**src/rtl/la_capture_controller.sv**
```systemverilog
// Logic-analyzer capture controller: drives a circular sample-memory write port with pre-trigger
// fill, three trigger modes and a six-register window on the daisy-chained register bus.
module la_capture_controller #(
  parameter int unsigned BASE_ADDR    = 0,
  parameter int unsigned SAMPLE_DEPTH = 1024,
  parameter int unsigned ADDR_W       = $clog2(SAMPLE_DEPTH)
) (
  input  logic              clk,
  input  logic              rst,
  input  logic              trig,
  output logic              bram_we_o,
  output logic [ADDR_W-1:0] bram_addr_o,
  input  logic [15:0]       addr_i,
  input  logic [15:0]       wdata_i,
  input  logic [15:0]       rdata_i,
  input  logic              rw_i,
  input  logic              valid_i,
  output logic [15:0]       addr_o,
  output logic [15:0]       wdata_o,
  output logic [15:0]       rdata_o,
  output logic              rw_o,
  output logic              valid_o
);

  typedef enum logic [2:0] {
    StIdle           = 3'd0,
    StMoveToPosition = 3'd1,
    StInPosition     = 3'd2,
    StCapturing      = 3'd3,
    StCaptured       = 3'd4
  } state_e;

  localparam logic [1:0] ModeImmediate   = 2'd1;
  localparam logic [1:0] ModeIncremental = 2'd2;
  localparam logic [ADDR_W-1:0] LastIdx  = ADDR_W'(SAMPLE_DEPTH - 1);

  state_e            state_q, state_d;
  logic [1:0]        mode_q;
  logic [ADDR_W-1:0] trig_loc_q, tl_q, tl_d;
  logic [ADDR_W-1:0] wp_q, wp_d, rp_q, rp_d, cnt_q, cnt_d, rem_q, rem_d;

  logic [15:0]       offset, reg_rdata;
  logic              hit, wr_hit, rd_hit, start, stop, we, incr, imm;
  logic [ADDR_W-1:0] tl_eff, tl_wr;

  // Offsets below BASE_ADDR wrap to large values and therefore miss.
  always_comb begin
    offset = addr_i - 16'(BASE_ADDR);
    hit    = valid_i && (offset < 16'd6);
    wr_hit = hit && rw_i;
    rd_hit = hit && !rw_i;
    start  = wr_hit && (offset == 16'd1) && (wdata_i == 16'd1);
    stop   = wr_hit && (offset == 16'd1) && (wdata_i == 16'd2);
    tl_wr  = ({16'd0, wdata_i} >= 32'(SAMPLE_DEPTH)) ? LastIdx : wdata_i[ADDR_W-1:0];
    incr   = (mode_q == ModeIncremental);
    imm    = (mode_q == ModeImmediate);
    tl_eff = incr ? '0 : trig_loc_q;
  end

  always_comb begin
    reg_rdata = '0;
    case (offset)
      16'd0:   reg_rdata = 16'(state_q);
      16'd2:   reg_rdata = 16'(mode_q);
      16'd3:   reg_rdata = 16'(trig_loc_q);
      16'd4:   reg_rdata = 16'(wp_q);
      16'd5:   reg_rdata = 16'(rp_q);
      default: reg_rdata = '0;
    endcase
  end

  always_comb begin
    state_d = state_q;
    wp_d    = wp_q;
    rp_d    = rp_q;
    cnt_d   = cnt_q;
    rem_d   = rem_q;
    tl_d    = tl_q;
    we      = 1'b0;
    case (state_q)
      StIdle: ;
      StMoveToPosition: begin
        we    = 1'b1;
        cnt_d = cnt_q + ADDR_W'(1);
        if (cnt_q == tl_q - ADDR_W'(1)) state_d = StInPosition;
      end
      StInPosition: begin
        we = incr ? trig : 1'b1;
        if (trig || imm) begin
          if (rem_q == '0) begin
            state_d = StCaptured;
            rp_d    = wp_q + ADDR_W'(1);
          end else begin
            state_d = StCapturing;
          end
        end
      end
      StCapturing: begin
        we = incr ? trig : 1'b1;
        if (we) begin
          rem_d = rem_q - ADDR_W'(1);
          if (rem_q == ADDR_W'(1)) begin
            state_d = StCaptured;
            rp_d    = wp_q + ADDR_W'(1);
          end
        end
      end
      StCaptured: ;
      default: state_d = StIdle;
    endcase
    if (we) wp_d = wp_q + ADDR_W'(1);
    // A start overrides whatever the capture was doing, including completion.
    if (start) begin
      wp_d    = '0;
      cnt_d   = '0;
      tl_d    = tl_eff;
      rem_d   = LastIdx - tl_eff;
      state_d = (tl_eff != '0) ? StMoveToPosition : StInPosition;
    end else if (stop) begin
      state_d = StIdle;
    end
  end

  assign bram_we_o   = we;
  assign bram_addr_o = wp_q;

  always_ff @(posedge clk or posedge rst) begin
    if (rst) begin
      state_q    <= StIdle;
      mode_q     <= '0;
      trig_loc_q <= '0;
      tl_q       <= '0;
      wp_q       <= '0;
      rp_q       <= '0;
      cnt_q      <= '0;
      rem_q      <= '0;
    end else begin
      state_q <= state_d;
      tl_q    <= tl_d;
      wp_q    <= wp_d;
      rp_q    <= rp_d;
      cnt_q   <= cnt_d;
      rem_q   <= rem_d;
      if (wr_hit && offset == 16'd2) mode_q <= wdata_i[1:0];
      if (wr_hit && offset == 16'd3) trig_loc_q <= tl_wr;
    end
  end

  always_ff @(posedge clk or posedge rst) begin
    if (rst) begin
      addr_o  <= '0;
      wdata_o <= '0;
      rdata_o <= '0;
      rw_o    <= 1'b0;
      valid_o <= 1'b0;
    end else begin
      addr_o  <= addr_i;
      wdata_o <= wdata_i;
      rdata_o <= rd_hit ? reg_rdata : rdata_i;
      rw_o    <= rw_i;
      valid_o <= valid_i;
    end
  end

endmodule
```
**config.mk**
```make
export PLATFORM = sky130hd
export DESIGN_NAME = la_capture_controller
export DESIGN_NICKNAME = d
export VERILOG_FILES = /design/src/rtl/la_capture_controller.sv
export SDC_FILE = /design/constraint.sdc
export NUM_CORES = 1
export LEC_CHECK = 0
export CORE_ASPECT_RATIO = 1.5
export CORE_MARGIN = 10
export CORE_UTILIZATION = 50
export CTS_BUF_LIST = sky130_fd_sc_hd__clkbuf_16
export DETAILED_ROUTE_END_ITERATION = 16
export GPL_TIMING_DRIVEN = 0
export PLACE_DENSITY = 0.76
export REMOVE_ABC_BUFFERS = 1
export SYNTH_ARGS = -nofsm -noshare
export SYNTH_HDL_FRONTEND = slang
export SYNTH_SLANG_ARGS = --single-unit
```
**constraint.sdc**
```tcl
create_clock -name clk -period 4.7 [get_ports clk]
set_clock_uncertainty 0.15 [all_clocks]
set_input_delay 0.94 -clock clk [delete_from_list [all_inputs] [get_ports clk]]
set_output_delay 0.94 -clock clk [all_outputs]
set_load 0.02 [all_outputs]
```
==> results.sh <==
export IMPL_status="finished, final reports clean"
export IMPL_syn_area_per_cell_sq_um=10.6
export IMPL_cp_max_fo=9
export IMPL_rsz0062_at_grt="no"
export IMPL_core_area_sq_um=10200
export IMPL_post_drt_via_cell_ratio=5.56
export IMPL_crit_chain="clkdlybuf4s50_1 -> nor3b_1 -> a211oi_1 -> buf_2 -> clkdlybuf4s50_1"
export IMPL_grt_first_pass_wirelength_um=23800
export IMPL_comb_power_share_pct=10.4
export IMPL_cpMaxStageDelayCell="clkdlybuf4s50_1"
export IMPL_mostFrequentLayoutCells="115 x dfrtp_1, 113 x clkdlybuf4s50_1, 59 x nor2_1"
export IMPL_antenna_diode_count=0
export IMPL_slew_viol_final=0
export IMPL_htreeDepth=4
export IMPL_wirelength_um=14600
export IMPL_clock_power_share_pct=49.2
export IMPL_power_switching_share_pct=23.6
export IMPL_port_buffers=113
export IMPL_clockBufferDepth=2
export IMPL_vias=4244
export IMPL_path_class="in -> out"
export IMPL_critPathMaxStageDelay_ns=0.64
export IMPL_async_flop_share_pct=100
export IMPL_netlist_instances=498
export IMPL_final_seq_area_sq_um=2880
export IMPL_io_pins=114
export IMPL_drt_iter0_drc=294
export IMPL_setup_violations=0
export IMPL_initial_core_util_pct=51.5
export IMPL_instances_no_fill=763
export IMPL_final_setup_tns_ns=0
export IMPL_min_period_ns=4.21
export IMPL_clkTransAtPathRegs_ns=0.05
export IMPL_switching_power_mw=0.612
export IMPL_fin_util_pct=69.5
export IMPL_final_common_cell="dfrtp_1"
export IMPL_placementRows=45
export IMPL_fmaxAchievable_mhz=238
export IMPL_ys_types=58
export IMPL_cp_end_kind="output port"
export IMPL_die_x_um=104
export IMPL_syn2layout_area_growth_pct=34.8
export IMPL_path_common_cell="clkdlybuf4s50_1"
export IMPL_drc_errors=0
export IMPL_cts_resized=0
export IMPL_ys_flop_type="dfrtp_1"
export IMPL_fillCellCount=798
export IMPL_synth_edf_count=0
export IMPL_ys_seq_area_share_pct=54.5
export IMPL_grt_max_degree=60
export IMPL_worstPathArrival_ns=3.12
export IMPL_grt_overflow_total=0
export IMPL_cts_root_buf="clkbuf_16"
export IMPL_clkLatencyLatePin_ns=0.41
export IMPL_yosys_warnings=0
export IMPL_antenna_found_initial=0
export IMPL_critPathRequiredTime_ns=3.61
export IMPL_netlist_area_sq_um=5280
export IMPL_postCtsSetupRepairBufs=0
export IMPL_slew_headroom_pct=33.9
export IMPL_post_route_cells_drive_above_1_share_pct=9.81
export IMPL_finalHoldViolCount=0
export IMPL_ctsHoldBuffers=0
export IMPL_internal_power_mw=1.98
export IMPL_die_height_um=146
export IMPL_place_hpwl_um=10700
export IMPL_max_vdd_ir_drop_mv=0.307
export IMPL_cts_buffers=17
export IMPL_pre_cts_ws_ns=0.477
export IMPL_hold_path_class="reg -> reg"
export IMPL_powerDensity_nw_per_um2=365
export IMPL_crit_path_start_kind="input pin"
export IMPL_multiInputGateArea_sq_um=2260
export IMPL_gp_congestion=0.892
export IMPL_track_usage_pct=19.5
export IMPL_worst_pin_slew_ns=0.989
export IMPL_total_power_mw=2.60
export IMPL_numClockSinks=115
export IMPL_max_cap_violations=0
export IMPL_timing_final_crit_share_pct=89.6
export IMPL_stdcell_area_sq_um=7120
export IMPL_grt_pass1_vias=4460
export IMPL_dpl_cell_area_sq_um=6530
export IMPL_timing_final_ws_setup_ns=0.491
export IMPL_die_area_sq_um=15200
export IMPL_dr_pass1_iters=4
export IMPL_dp_cells=731
export IMPL_wl_per_cell_um=19.1
export IMPL_ant_nets=0
export IMPL_static_leakage_power_nw=3.02
export IMPL_ys_ff_latch=115
export IMPL_whs_ns=0.330
export IMPL_nets=667
export IMPL_cts_tree="built"
export IMPL_seq_power_share_pct=40.4
## per-layer routing
metal	part of all wire, %	track usage (%)	routed length (um)	vias up
li1	-	-	-	1984
met1	35	20.0	5120	2107
met2	57	36.4	8310	121
met3	4.6	4.56	667	32
met4	3.4	8.66	493	0
met5	0	0	0	-
## cells in the mapped netlist (2+ instances only)
library cell | instances | area share, %
nor3_2 | 2 | 0.38
nand2_1 | 38 | 2.7
nand3_1 | 12 | 1.1
o22ai_1 | 2 | 0.24
or4_1 | 4 | 0.57
a2bb2oi_1 | 2 | 0.33
nor2b_1 | 7 | 0.83
buf_2 | 5 | 0.47
xnor2_1 | 28 | 4.6
nand2b_1 | 3 | 0.36
or3b_2 | 3 | 0.50
mux2i_1 | 7 | 1.3
a22oi_1 | 18 | 2.6
nor3b_2 | 2 | 0.47
dfrtp_1 | 115 | 55
clkbuf_1 | 15 | 1.1
and3_1 | 2 | 0.24
nand4_1 | 6 | 0.71
nor2_1 | 59 | 4.2
or3_1 | 4 | 0.47
o31a_1 | 2 | 0.33
o32ai_1 | 2 | 0.33
a22o_1 | 8 | 1.3
buf_6 | 2 | 0.43
xor2_1 | 21 | 3.5
a31oi_1 | 3 | 0.36
buf_4 | 2 | 0.28
nor3_1 | 15 | 1.4
a21oi_1 | 17 | 1.6
and2_1 | 6 | 0.71
o21ai_0 | 25 | 2.4
nor4_1 | 11 | 1.3
inv_1 | 8 | 0.57
mux2_2 | 11 | 2.3
nor4b_1 | 2 | 0.33
ha_1 | 5 | 1.2
nor3b_1 | 3 | 0.43
## flip-flops by register name, summed over array words and instances, names as in the netlist
register     cells
trig_loc_q      10
rem_q           10
mode_q           2
rp_q            10
bram_addr_o     10
state_q          3
rdata_o         16
tl_q            10
wdata_o         16
rw_o             1
cnt_q           10
valid_o          1
addr_o          16
## power groups by stage
| stage | registers [mW] | clock network (mW) | logic [mW] |
|---|---|---|---|
| 5_1_grt | 1.05 | 1.34 | 0.287 |
| 4_1_cts | 1.05 | 1.29 | 0.272 |
| 3_5_place_dp | 1.06 | 0 | 0.270 |
| 3_3_place_gp | 1.06 | 0 | 0.257 |
| 2_1_floorplan | 1.09 | 0 | 0.105 |
| 6_report | 1.05 | 1.28 | 0.270 |
## critical path: cells and delay by family
family                 cells  cell delay, ns
AOI/OAI and AO/OA          1            0.54
and+or+nand+nor            1            0.13
buffers and inverters      3            1.50
## kinds of logic (layout without fill, tap and decap cells)
| group | after synthesis | count (layout) | synth area share, % |
|---|---|---|---|
| and+or+nand+nor | 188 | 188 | 18.2 |
| muxes | 19 | 19 | 3.89 |
| AOI/OAI and AO/OA | 90 | 90 | 11.3 |
| DFF | 115 | 115 | 54.5 |
| buffers and inverters | 32 | 156 | 2.82 |
| adders and majority gates | 5 | 5 | 1.18 |
| xor gates and xnor gates | 49 | 49 | 8.13 |
## path summary, 6_finish.rpt
kind                       startpoint         end  slack [ns]  cells past startpoint
setup / recovery                 trig   bram_we_o        0.49                      5
hold / removal                rp_q[3]     rp_q[3]        0.33                      2
setup reg to reg             rem_q[1]     rp_q[1]        1.69                      7
hold reg to reg               rp_q[3]     rp_q[3]        0.33                      2
max in group asynchronous         rst    cnt_q[6]        2.79                      3
min in group asynchronous         rst  wdata_o[0]        0.87                      2
## area by class of cell
| cell class | count | share of cell area, % |
|---|---|---|
| clock buffers | 17 | 5.98 |
| clock inverters | 15 | 2.36 |
| inverters | 8 | 0.457 |
| multi-input cells | 351 | 31.8 |
| repair buffers | 116 | 16.5 |
| well taps | 141 | 2.48 |
| flip-flops and latches | 115 | 40.4 |
(Power assumes the default switching activity.)
